==> src/rtl/ntm_scalar_summation_sequencer.sv <==
// ntm_scalar_summation_sequencer
//
// Turns the two-operand scalar adder into an N-operand summation unit.
// A command (start + length_in) arms the block; it then consumes length_in
// unsigned scalars over a valid/ready stream and accumulates them in a
// DATA_SIZE+CONTROL_SIZE wide register. The final sum appears on data_out
// together with a one-cycle ready pulse.
//
// Ports
//   clk             rising-edge clock
//   rst             asynchronous reset, active low
//   start           command strobe, honoured only while idle
//   length_in       operand count, latched with an accepted start
//   clear           synchronous abort back to idle
//   data_in         operand (unsigned)
//   data_in_enable  operand valid
//   data_in_ready   operand accept, high while accumulating
//   data_out        final sum, held until reset or the next completed command
//   busy            high while accumulating or reporting
//   ready           one-cycle completion pulse
module ntm_scalar_summation_sequencer #(
  parameter int DATA_SIZE    = 8,
  parameter int CONTROL_SIZE = 4
) (
  input  logic                              clk,
  input  logic                              rst,
  input  logic                              start,
  input  logic [CONTROL_SIZE-1:0]           length_in,
  input  logic                              clear,
  input  logic [DATA_SIZE-1:0]              data_in,
  input  logic                              data_in_enable,
  output logic                              data_in_ready,
  output logic [DATA_SIZE+CONTROL_SIZE-1:0] data_out,
  output logic                              busy,
  output logic                              ready
);

  localparam int SW = DATA_SIZE + CONTROL_SIZE;

  localparam logic [1:0] S_IDLE = 2'd0;
  localparam logic [1:0] S_ACC  = 2'd1;
  localparam logic [1:0] S_DONE = 2'd2;

  logic [1:0]              state_q, state_d;
  logic [SW-1:0]           acc_q, acc_d;
  logic [SW-1:0]           out_q, out_d;
  logic [CONTROL_SIZE-1:0] cnt_q, cnt_d;
  logic [CONTROL_SIZE-1:0] len_q, len_d;

  logic          hs;
  logic          last;
  logic [SW-1:0] sum;

  // Widened add: with at most 2^CONTROL_SIZE-1 operands the sum cannot
  // exceed SW bits, so no carry-out is kept.
  assign hs   = (state_q == S_ACC) && data_in_enable;
  assign sum  = acc_q + {{CONTROL_SIZE{1'b0}}, data_in};
  assign last = (cnt_q == (len_q - CONTROL_SIZE'(1)));

  always_comb begin
    state_d = state_q;
    acc_d   = acc_q;
    out_d   = out_q;
    cnt_d   = cnt_q;
    len_d   = len_q;
    if (clear) begin
      // Abort wins over start and over a handshake in the same cycle;
      // the operand in flight is dropped and data_out is left alone.
      state_d = S_IDLE;
    end else begin
      case (state_q)
        S_IDLE: begin
          if (start) begin
            acc_d = '0;
            cnt_d = '0;
            len_d = length_in;
            if (length_in == '0) begin
              // Empty command reports a zero sum straight away.
              out_d   = '0;
              state_d = S_DONE;
            end else begin
              state_d = S_ACC;
            end
          end
        end
        S_ACC: begin
          if (hs) begin
            acc_d = sum;
            cnt_d = cnt_q + CONTROL_SIZE'(1);
            if (last) begin
              // Load the result including the final operand so it is
              // valid in the same cycle as the ready pulse.
              out_d   = sum;
              state_d = S_DONE;
            end
          end
        end
        S_DONE:  state_d = S_IDLE;
        default: state_d = S_IDLE;
      endcase
    end
  end

  always_ff @(posedge clk or negedge rst) begin
    if (!rst) begin
      state_q <= S_IDLE;
      acc_q   <= '0;
      out_q   <= '0;
      cnt_q   <= '0;
      len_q   <= '0;
    end else begin
      state_q <= state_d;
      acc_q   <= acc_d;
      out_q   <= out_d;
      cnt_q   <= cnt_d;
      len_q   <= len_d;
    end
  end

  // Status outputs decode the state register only, so they carry no
  // combinational path from any input.
  assign data_in_ready = (state_q == S_ACC);
  assign busy          = (state_q == S_ACC) || (state_q == S_DONE);
  assign ready         = (state_q == S_DONE);
  assign data_out      = out_q;

endmodule

==> config.mk <==
export PLATFORM = sky130hd
export DESIGN_NAME = ntm_scalar_summation_sequencer
export DESIGN_NICKNAME = d
export VERILOG_FILES = /design/src/rtl/ntm_scalar_summation_sequencer.sv
export SDC_FILE = /design/constraint.sdc
export NUM_CORES = 1
export LEC_CHECK = 0
export BUFFER_PORTS_ARGS = -buffer_cell sky130_fd_sc_hd__buf_2
export CELL_PAD_IN_SITES_DETAIL_PLACEMENT = 0
export CELL_PAD_IN_SITES_GLOBAL_PLACEMENT = 1
export CORE_MARGIN = 10
export CORE_UTILIZATION = 47
export CTS_BUF_LIST = sky130_fd_sc_hd__clkbuf_4 sky130_fd_sc_hd__clkbuf_8 sky130_fd_sc_hd__clkbuf_16
export CTS_CLUSTER_DIAMETER = 150
export DETAILED_ROUTE_END_ITERATION = 6
export GPL_ROUTABILITY_DRIVEN = 1
export PLACE_DENSITY_LB_ADDON = 0.3
export RECOVER_POWER = 25
export SYNTH_ARGS = -nofsm -noshare
export SYNTH_HDL_FRONTEND = slang
export SYNTH_SLANG_ARGS = --single-unit
==> constraint.sdc <==
create_clock -name clk -period 3.6 [get_ports clk]
set_input_delay 0.36 -clock clk [delete_from_list [all_inputs] [get_ports clk]]
set_output_delay 0.36 -clock clk [all_outputs]
set_load 0.02 [all_outputs]
==> out/results.tsv <==
stage	metric	value	unit
status	failing checks	capacitance limit, slew limit	
yosys	Avg Cell Area, Syn	9.992	sq um
yosys	Yosys cell types	49	
floorplan	Ports	32	
job	# Max-Cap Violations	1	
cts	Clk pin slew, worst setup/hold paths	70	ps
global_routing	initial antenna violation count	0	
yosys	Yosys reg bits	34	
yosys	Adder-Cell Fraction of Synth Area	0.08464	
floorplan	chip height	87.77	microns
detailed_routing	routed wire length	4718	microns
floorplan	die area	0.007703	sq mm
cts	htree depth	2	
detailed_routing	drt first pass iters	4	
power_and_ir_drop	VDD IR max	0.2958	mV
cts	clk_lat worst skew	280	ps
yosys	syn nets	247	
cts	TritonCTS clock tree	yes	
min_path	class of the most critical hold timing path	primary input to flip-flop	
worst_setup_path	crit-path max FO	5	
yosys	EDFF count, synth	0	
cells_and_area	fin area	0.002429	sq mm
sta	Final Slew Violations	35	
cts	hold_buf cts	0	
yosys	Synth Area in XOR/XNOR	0.03652	
floorplan	Die Width	87.77	microns
detailed_routing	initial DRC count	108	
power_and_ir_drop	Leak Pwr	1.225	nW
sta	Final setup viols	0	
cells_and_area	filler cell count in the final layout	417	
yosys	Synth Area in Simple Gates	0.1565	
cells_and_area	layout cells sized above 1	0.2218	
global_routing	pin count of the biggest net entering global routing	35	
floorplan	Rows	24	
yosys	dominant cell type by area after synthesis	dfrtp_1	
global_routing	first-pass GRT wire length	7866	microns
cts	TritonCTS Buffers	5	
placement	dpl ws	1140	ps
yosys	mux cell area share after synthesis	0.1304	
yosys	top cell type's share of synthesized area	0.3942	
cells_and_area	antenna diode count	0	
yosys	Post-Synthesis Cell Area	0.002158	sq mm
cells_and_area	Final Non-Filler Cells	300	
detailed_routing	Post-route DRC	0	
sta	Fin. Hold Viols	0	
global_routing	gr usage total	0.1259	
detailed_routing	routed len/inst	15.73	microns
detailed_routing	vias per cell	5.740	
floorplan	Initial Util	0.4889	
sta	fin crit period	2417	ps
sta	Worst-Margin Slew	1809	ps
cts	clock tree buffer depth	2	
power_and_ir_drop	PD cells	743.3	mW/mm^2
worst_setup_path	CP Launch Type	flip-flop	
detailed_routing	Final ANT Viol Nets	0	
placement	dpl cells	293	
yosys	largest family of logic cells by synthesized area	compound AO/OA/AOI/OAI gates	
status	status	finished, violations left	
worst_setup_path	WS Path Type	flip-flop to flip-flop	
global_routing	number of global-route vias before repair	1654	
cts	Setup Buffers After CTS	0	
worst_setup_path	Crit. End Element	flip-flop	
placement	DP HPWL	3491	microns
placement	Final GP Congestion	0.7624	
yosys	top cells by count, synth	dfrtp_1 (34), nand2_1 (26), ha_1 (13)	
yosys	main area contributors after synthesis	dfrtp_1 (39%), ha_1 (7.5%), mux2i_1 (5.6%)	
yosys	count leader, synth	dfrtp_1	
sta	worst setup margin	1183	ps
yosys	Main synth FF type	dfrtp_1	
sta	RSZ-0062 raised after global routing	no	
worst_setup_path	Worst EP arrival	2580	ps
yosys	synth warn	0	
placement	Placed Area	0.002351	sq mm
sta	setup TNS	0	ps
worst_setup_path	CP required	3770	ps
cts	TritonCTS Sinks	34	
sta	fin crit share	0.6713	
sta	Max-slew headroom	-0.2060	
yosys	register area share after synthesis	0.3942	
placement	Port Buffers	31	
power_and_ir_drop	Overall Power	1.805	mW
cts	root buffer cell	clkbuf_8	
sta	fmax	0.4138	GHz
yosys	post-synthesis instance total	216	
yosys	Compound-Gate Fraction of Synth Area	0.1606	
cells_and_area	nets	279	
sta	Worst Skew	8.068	ps
detailed_routing	via count	1722	
floorplan	core area	0.004414	sq mm
yosys	asr flop ratio synth	1.000	
global_routing	Overflow after GRT	0	
cts	# resized after CTS	0	
cells_and_area	P&R area growth vs syn	12.52	%
report_power, final:
group | internal [mW] | switching [mW] | leakage [nW]
combinational | 0.384 | 0.555 | 0.731
clock | 0.130 | 0.133 | 0.0438
sequential | 0.511 | 0.0920 | 0.450
worst paths after layout:
kind	cells after the start	startpoint	end	slack (ps)
max in group asynchronous	1	rst	acc_q[11]	2000
max	6	acc_q[3]	data_out[11]	1180
min in group asynchronous	1	rst	data_out[7]	550
max reg2reg	6	acc_q[3]	data_out[11]	1180
min	2	length_in[1]	len_q[1]	310
min reg2reg	2	acc_q[2]	acc_q[2]	490
cells by family after synthesis:
kind of cell | after synthesis
AOI/OAI and AO/OA | 49
xor gates and xnor gates | 9
adders and majority gates | 14
buffers and inverters | 19
DFF | 34
muxes | 25
and+or+nand+nor | 66
per-layer routing:
layer	part of all wire	GRT usage	wire length, microns
met5	0	0	0
met4	0.0076	0.03043	36
met3	0.062	0.04271	291
met2	0.44	0.1905	2065
met1	0.49	0.1683	2325
registers in the layout, summed over array words and instances, names as in the netlist:
| name | cells |
|---|---|
| acc_q | 12 |
| data_out | 12 |
| cnt_q | 4 |
| len_q | 4 |
| state_q | 2 |
layout make-up:
type	instances	area, sq um	share of cell area
multi-input cells	163	1227	0.5054
inverters	12	45.04	0.01855
flip-flops and latches	34	850.8	0.3503
clock inverters	2	10.01	0.004122
repair buffers	32	161.4	0.06646
well taps	52	65.06	0.02679
clock buffers	5	68.82	0.02834
per-stage QoR:
step | hold slack [ps] | utilization
after floorplan | 64.41 | -
after global placement | 468.6 | 0.5326
after detailed placement | 478.4 | 0.5326
after CTS | 180.7 | 0.5505
after global routing | 316.2 | 0.5502
final | 314.5 | 0.5502
critical path, cell delays in order, from the launching register on:
cell,delay (ps)
dfrtp_1,380
ha_1,330
and2_1,220
a221oi_2,460
a211oi_1,140
or4_1,470
mux2_2,280
placed cells by master, fill, tap and decap left out, types with 8 or more instances in the layout:
| cell | synthesis | layout |
|---|---|---|
| dfrtp_1 | 34 | 34 |
| buf_2 | 1 | 30 |
| nand2_1 | 26 | 26 |
| ha_1 | 13 | 13 |
| mux2i_1 | 12 | 12 |
| inv_1 | 11 | 11 |
| nand3_1 | 9 | 9 |
| o21ai_1 | 8 | 8 |
| mux2_2 | 8 | 8 |
| a21oi_1 | 8 | 8 |
Note: power is estimated with default switching activity, not from simulation.
